$ cat config.mk
export PLATFORM = sky130hd
export DESIGN_NAME = operand_fetch
export DESIGN_NICKNAME = d
export VERILOG_FILES = /design/src/rtl/fetch_pkg.sv /design/src/rtl/operand_fetch_fwd_mux.sv /design/src/rtl/operand_fetch.sv
export SDC_FILE = /design/constraint.sdc
export NUM_CORES = 1
export LEC_CHECK = 0
export ABC_AREA = 0
export CAP_MARGIN = 30
export CELL_PAD_IN_SITES_DETAIL_PLACEMENT = 2
export CELL_PAD_IN_SITES_GLOBAL_PLACEMENT = 2
export CORE_ASPECT_RATIO = 0.6
export CORE_MARGIN = 2
export CORE_UTILIZATION = 21
export CTS_CLUSTER_SIZE = 16
export DETAILED_ROUTE_END_ITERATION = 10
export PLACE_DENSITY_LB_ADDON = 0.3
export SYNTH_ARGS = -nofsm -noshare
export SYNTH_HDL_FRONTEND = slang
export SYNTH_SLANG_ARGS = --single-unit
$ cat constraint.sdc
create_clock -name clk -period 1.38 [get_ports clk]
set_input_delay 0.138 -clock clk [delete_from_list [all_inputs] [get_ports clk]]
set_output_delay 0.138 -clock clk [all_outputs]
set_load 0.005 [all_outputs]
$ cat src/rtl/fetch_pkg.sv
// Shared types and default widths for the operand fetch block.
package fetch_pkg;

    localparam int DATA_W_DEF = 8;
    localparam int SEL_W_DEF  = 2;

    typedef enum logic [1:0] {
        IDLE   = 2'd0,
        READ_A = 2'd1,
        READ_B = 2'd2,
        HOLD   = 2'd3
    } fetch_state_e;

endpackage

$ cat src/rtl/operand_fetch_fwd_mux.sv
// Bypass select between bank read data and a same-cycle bank write.
// The bypass is present only when OPERAND_FETCH_FWD_EN is defined.
module fwd_mux #(
    parameter int DATA_W = 8,
    parameter int SEL_W  = 2
) (
    input  logic [DATA_W-1:0] rb_val,
    input  logic [SEL_W-1:0]  rd_sel,
    input  logic              wr_en,
    input  logic [SEL_W-1:0]  wr_sel,
    input  logic [DATA_W-1:0] wr_data,
    output logic [DATA_W-1:0] val
);

`ifdef OPERAND_FETCH_FWD_EN
    logic hit;
    assign hit = wr_en && (wr_sel == rd_sel);
    assign val = hit ? wr_data : rb_val;
`else
    logic unused_wr;
    assign unused_wr = ^{wr_en, wr_sel, wr_data, rd_sel};
    assign val       = rb_val;
`endif

endmodule

$ cat src/rtl/operand_fetch.sv
// Reads one or two source registers through the bank's single read port
// and presents them to the ALU stage. Bypass is built with OPERAND_FETCH_FWD_EN.
module operand_fetch
    import fetch_pkg::*;
#(
    parameter int DATA_W = DATA_W_DEF,
    parameter int SEL_W  = SEL_W_DEF
) (
    input  logic              clk,
    input  logic              rst,
    input  logic              req_valid,
    output logic              req_ready,
    input  logic [SEL_W-1:0]  ra_sel,
    input  logic [SEL_W-1:0]  rb_sel,
    input  logic              need_b,
    output logic [SEL_W-1:0]  rb_rs,
    input  logic [DATA_W-1:0] rb_val,
    input  logic              wr_en,
    input  logic [SEL_W-1:0]  wr_sel,
    input  logic [DATA_W-1:0] wr_data,
    output logic              op_valid,
    input  logic              op_ready,
    output logic [DATA_W-1:0] op_a,
    output logic [DATA_W-1:0] op_b,
    output fetch_state_e      state
);

    // Handshakes: a transfer happens on a rising edge where valid and ready
    // are both 1; valid holds its payload stable until that edge.

    logic [SEL_W-1:0]  b_sel;
    logic              need_b_q;
    logic [DATA_W-1:0] fwd_val;

    fwd_mux #(.DATA_W(DATA_W), .SEL_W(SEL_W)) u_fwd_mux (
        .rb_val  (rb_val),
        .rd_sel  (rb_rs),
        .wr_en   (wr_en),
        .wr_sel  (wr_sel),
        .wr_data (wr_data),
        .val     (fwd_val)
    );

    assign req_ready = (state == IDLE) & ~rst;

    // rb_rs is loaded one state ahead so it already points at the operand
    // being captured while in READ_A / READ_B.
    always_ff @(posedge clk) begin
        if (rst) begin
            state    <= IDLE;
            op_valid <= 1'b0;
            op_a     <= '0;
            op_b     <= '0;
            rb_rs    <= '0;
            b_sel    <= '0;
            need_b_q <= 1'b0;
        end else begin
            case (state)
                IDLE: begin
                    if (req_valid) begin
                        rb_rs    <= ra_sel;
                        b_sel    <= rb_sel;
                        need_b_q <= need_b;
                        state    <= READ_A;
                    end
                end
                READ_A: begin
                    op_a <= fwd_val;
                    if (!need_b_q) begin
                        op_b     <= '0;
                        op_valid <= 1'b1;
                        state    <= HOLD;
                    end else if (b_sel == rb_rs) begin
                        op_b     <= fwd_val;
                        op_valid <= 1'b1;
                        state    <= HOLD;
                    end else begin
                        rb_rs <= b_sel;
                        state <= READ_B;
                    end
                end
                READ_B: begin
                    op_b     <= fwd_val;
                    op_valid <= 1'b1;
                    state    <= HOLD;
                end
                HOLD: begin
                    if (op_ready) begin
                        op_valid <= 1'b0;
                        state    <= IDLE;
                    end
                end
                default: state <= IDLE;
            endcase
        end
    end

endmodule
==> results.toml, run 1 <==
[status]
outcome = "complete, but fails checks"
violations = "setup timing"

[synth]
postSynthCellCount = 117
ys_seq_elements = 24
synth_xor_area_share_pct = 1.57
synth_top_family_by_area = "multiplexers"
avgSynthCellArea_um2 = 9.51
synth_largest_area_cell = "dfxtp_1"
synth_compound_area_share_pct = 6.75
synth_cell_types = 23
synth-simple-area-share_pct = 18.7
synth_area_leaders = "dfxtp_1, mux2i_1, nand2b_1"
yosys.area_share.adder_pct = 4.50
synthesis.nets = 149
synth_top_area_share_pct = 43.2
ys_warn_count = 0
synth.mux.area_fraction_pct = 21.1
syn_area_um2 = 1110
yosysSeqAreaShare_pct = 43.2

[floorplanning]
fp.dieArea_um2 = 5910
die_h_um = 60.4
core_um2 = 5080
io_pins = 50
start_util_pct = 21.9
die_x_um = 98.0
rows = 20

[clocking]
cts_tree = "yes"
cts_buffers = 3
h-tree-depth = 1
worstSkewPairLatency_ns = 0.27
clock-root-buffer = "clkbuf_8"
clk_pin_slew_ns = 0.09
cts.sinks = 24
max-clock-path-buffers = 2

[global_routing]
grtUsageTotal_pct = 13.1
grt_pass1_wl_um = 5970
grt_max_degree = 25
grt.overflow.total = 0
antenna_found_initial = 0
grt_pass1_vias = 1163

[timing]
skew_ns = 0.00270
post-route-period-util_pct = 102
whs_ns = 0.416
setup_viol = 6
layout_setup_ws_ns = -0.0278
fin_tns_setup_ns = -0.0805
hold_viol_final = 0
tightest_slew_ns = 0.270
drv_slew = 0
fmax_ghz = 0.710
rsz0062_at_grt = "true"
final.min_clock_period_ns = 1.41
max_slew_margin_pct = 82.0

[place]
port_buffers = 38
placed_cell_area_um2 = 1730
dp_slack_ns = -0.148
place_congestion = 0.700
dpl.cell_count = 237
dp_hpwl_um = 2660

[critical_path]
cp_max_fo = 4
crit_end = "op_b[6]"
cp_data_arrival_time_ns = 1.60
rrSetupSlack_ns = -0.03
critPathKind = "reg -> reg"
reg2reg_from = "rb_rs[1]"
cp-end-kind = "flip-flop"
cp-startpoint = "rb_rs[1]"
required_ns = 1.58
reg2reg_depth = 6
crit_path_start_kind = "flip-flop"
regToRegEndpoint = "op_b[6]"

[routing]
ant_nets = 0
firstDrtPassIters = 3
wl_um = 3630
viasPerCell = 4.33
drc = 0
wl_per_cell_um = 15.0
drt_iter0_drc = 19
vias = 1047

[cells_and_area]
final_cells = 242
area_delta_synth_final_pct = 76.4
utilization_pct = 38.6
layout_common_cells = "clkdlybuf4s50_1, mux2i_1, dfxtp_1, buf_4, nor2_1"
antenna_cells = 0
drive_gt1_share_pct = 31.3
fin_area_um2 = 1960
fin_nets = 209
layout_commonest_cell = "clkdlybuf4s50_1"

[flow_run]
max-cap-violations = 0

[pwr]
power_leakage_nw = 0.793
p_per_area_nw_per_um2 = 1920
finalPower_mw = 3.77
peakVddDrop_mv = 0.559

[hold_path]
hp-class = "in -> reg"
kinds of logic after synthesis:
group,Yosys count
adders and majority gates,4
buffers and inverters,10
and+or+nand+nor,45
muxes,22
DFF,24
xor gates and xnor gates,2
AOI/OAI and AO/OA,10
metal layers:
metal / share of wire (%) / wire [um] / track usage, % / vias up
met5: 0 / 0 / 0 / -
met4: 0.28 / 10 / 1.79 / 0
met3: 4.3 / 156 / 3.92 / 2
met2: 51 / 1840 / 24.9 / 25
met1: 45 / 1620 / 15.5 / 516
li1: - / - / - / 504
Yosys cell counts:
cell        n
nand3_1     4
nand2_1    13
clkbuf_1    2
dfxtp_1    24
a21oi_1     4
nor2_1     14
o311a_2     1
mux2_2      2
nor3_1      1
a221oi_1    1
mux2i_1    19
nor2b_1     4
a22oi_2     1
xor2_1      2
ha_1        4
o21ai_0     1
buf_4       2
a2111oi_0   1
inv_1       5
nand2b_1    9
o21ai_2     1
buf_2       1
mux2i_4     1
critical path, stage by stage, from the launching register on:
cell and delay, ns:
dfxtp_4 0.38, xor2_4 0.18, o21ai_4 0.10, buf_6 0.14
mux2i_4 0.17, buf_6 0.16, mux2i_2 0.20
timing repair:
item / in CTS / in global routing
pin swaps: 7 / 5
buffers inserted: 1 / 0
setup endpoints to repair: 26 / 16
gates resized for setup: 27 / 17
hold buffers: 0 / 0
area by class of cell:
| type | count | area, um^2 |
|---|---|---|
| inverters | 5 | 23.8 |
| repair buffers | 60 | 558 |
| flip-flops and latches | 24 | 497 |
| clock inverters | 1 | 30.0 |
| clock buffers | 3 | 41.3 |
| well taps | 66 | 82.6 |
| multi-input cells | 83 | 729 |
| fillers | 542 | 3120 |
worst min path at each step:
stage	cells past startpoint	slack (ns)	end	startpoint
6_report	3	0.42	b_sel[1]	rb_sel[1]
5_1_grt	3	0.42	b_sel[1]	rb_sel[1]
4_1_cts	3	0.42	b_sel[1]	rb_sel[1]
3_5_place_dp	2	0.48	op_b[0]	op_b[0]
3_3_place_gp	2	0.47	op_b[2]	op_b[2]
2_1_floorplan	2	0.28	op_b[0]	rb_val[0]
state kept, by name, summed over array words and instances, names as in the netlist:
signal	cells
rb_rs	2
op_b	8
b_sel	2
op_a	8
state	2
op_valid	1
need_b_q	1
where the power goes:
group          internal [mW]  leakage [nW]  switching, mW
registers              0.882         0.199          0.154
logic                   1.22         0.557          0.889
clock network          0.388        0.0357          0.234
total                   2.49         0.793           1.28
Power figures use the tool's default switching activity.
==> run 2, diff against run 1 <==
- SETUP_SLACK_MARGIN: default -> 0.15
- SLEW_MARGIN: default -> 5
==> run 2 against run 1 <==
The run still ends with setup timing left. Hold slack better by 0.0020 ns. Non-clock buffer count rose by 3. Die area unchanged. Sequential power about the same. Critical path type unchanged.
==> results.toml, run 2 (same netlist as run 1, synthesis figures left out) <==
[status]
outcome = "complete, but fails checks"
violations = "setup timing"

[timing]
fin_tns_setup_ns = -0.115
layout_setup_ws_ns = -0.0398
rsz0062_at_grt = "true"
setup_viol = 5
skew_ns = 0.00490
drv_slew = 0
whs_ns = 0.418
max_slew_margin_pct = 82.1
final.min_clock_period_ns = 1.42
hold_viol_final = 0
tightest_slew_ns = 0.268
fmax_ghz = 0.704
post-route-period-util_pct = 103

[global_routing]
grt_pass1_wl_um = 6040
grtUsageTotal_pct = 13.4
grt.busiest_layer = "met2"
grt_pass1_vias = 1203
grt_use_met3_pct = 6.11
grt.overflow.total = 0
antenna_found_initial = 0
use_met2_pct = 26.0
global_route.usage.met1_pct = 14.6
grt_max_degree = 17

[place]
port_buffers = 38
dp_hpwl_um = 2730
dp_slack_ns = -0.111
place_congestion = 0.753
dpl.cell_count = 234

[routing]
firstDrtPassIters = 4
ant_nets = 0
wl_um = 3720
drc = 0
vias = 1050
wl_per_cell_um = 15.2
viasPerCell = 4.29
drt_iter0_drc = 11

[clocking]
cts_hold_buffers = 0
cts_buffers = 3
cts_tree = "yes"
worstSkewPairLatency_ns = 0.27
clock-root-buffer = "clkbuf_8"
clk_pin_slew_ns = 0.08
max-clock-path-buffers = 2
h-tree-depth = 1
cts.sinks = 24

[critical_path]
required_ns = 1.54
max_stage_delay_ns = 0.37
critPathBufInv = 1
path_cells = "buf_6 -> ha_4 -> nand2b_4 -> a22oi_2 -> mux2_4"
cp_top_family = "flip-flops"
crit_path_start_kind = "flip-flop"
cp_slowest_cell = "dfxtp_4"
cp_max_fo = 7
critPathKind = "reg -> reg"
cp_data_arrival_time_ns = 1.58
cp-end-kind = "flip-flop"

[hold_path]
hp-class = "in -> reg"

[flow_run]
max-cap-violations = 0

[cells_and_area]
layout_commonest_cell = "buf_4"
layout_common_cells = "buf_4, mux2i_1, dlygate4sd2_1, clkdlybuf4s50_1"
regArea_um2 = 513
num-fill-cells = 569
top_regs = "op_a (8), op_b (8)"
multi_input_area_um2 = 709
fin_nets = 212
final_cells = 245
area_delta_synth_final_pct = 76.7
drive_gt1_share_pct = 40.2
antenna_cells = 0

[floorplanning]
start_util_pct = 21.9
rows = 20
core_um2 = 5080
die_h_um = 60.4
io_pins = 50
fp.dieArea_um2 = 5910
die_x_um = 98.0

[pwr]
p_per_area_nw_per_um2 = 1880
peakVddDrop_mv = 0.482
finalPower_mw = 3.69
power_leakage_nw = 0.895
## run 2: changes by cell type in the layout (fill, tap and decap cells not counted), sizes merged
cell / delta
bufinv: -1
clkdlybuf4s50: -17
buf: +5
dlygate4sd2: +15
clkbuf: +1
## run 2: final timing paths
path | start | end | slack, ns | cells after the start
min | rb_sel[0] | b_sel[0] | 0.42 | 3
max | state[0] | rb_rs[0] | -0.04 | 5
min reg2reg | op_b[5] | op_b[5] | 0.48 | 2
max reg2reg | state[0] | rb_rs[0] | -0.04 | 5
## run 2: repair_timing
item,CTS,global route
pin swaps,5,5
endpoints found under the hold margin,0,0
setup buffers,5,2
endpoints found under the setup margin,41,23
gates resized for setup,60,11
## run 2: per-layer routing
layer	part of all wire, %	up-vias
met4	0	0
li1	-	519
met3	6.9	0
met2	50	26
met5	0	-
met1	43	505
## run 2: final cells by class
cell class | instances | area share, %
inverter | 5 | 1.46
clock buffer | 4 | 3.37
sequential | 24 | 26.1
timing repair buffer | 63 | 28.8
tap | 66 | 4.20
multi-input combinational | 83 | 36.1
## run 2: stage by stage
stage                     area, um^2  util, %
after detailed placement        1740     34.3
after CTS                       1920     37.7
after global placement          1740     34.3
final                           1970     38.7
after floorplan                 1170        -
after global routing            1970     38.7
## run 2: worst min-delay path, stage by stage
cell	delay, ns
clkdlybuf4s50_1	0.40
nand3_1	0.07
a21oi_1	0.05
## run 2: report_power, final
part	switching, mW	internal, mW
clock	0.238	0.316
combinational	0.904	1.20
sequential	0.140	0.899
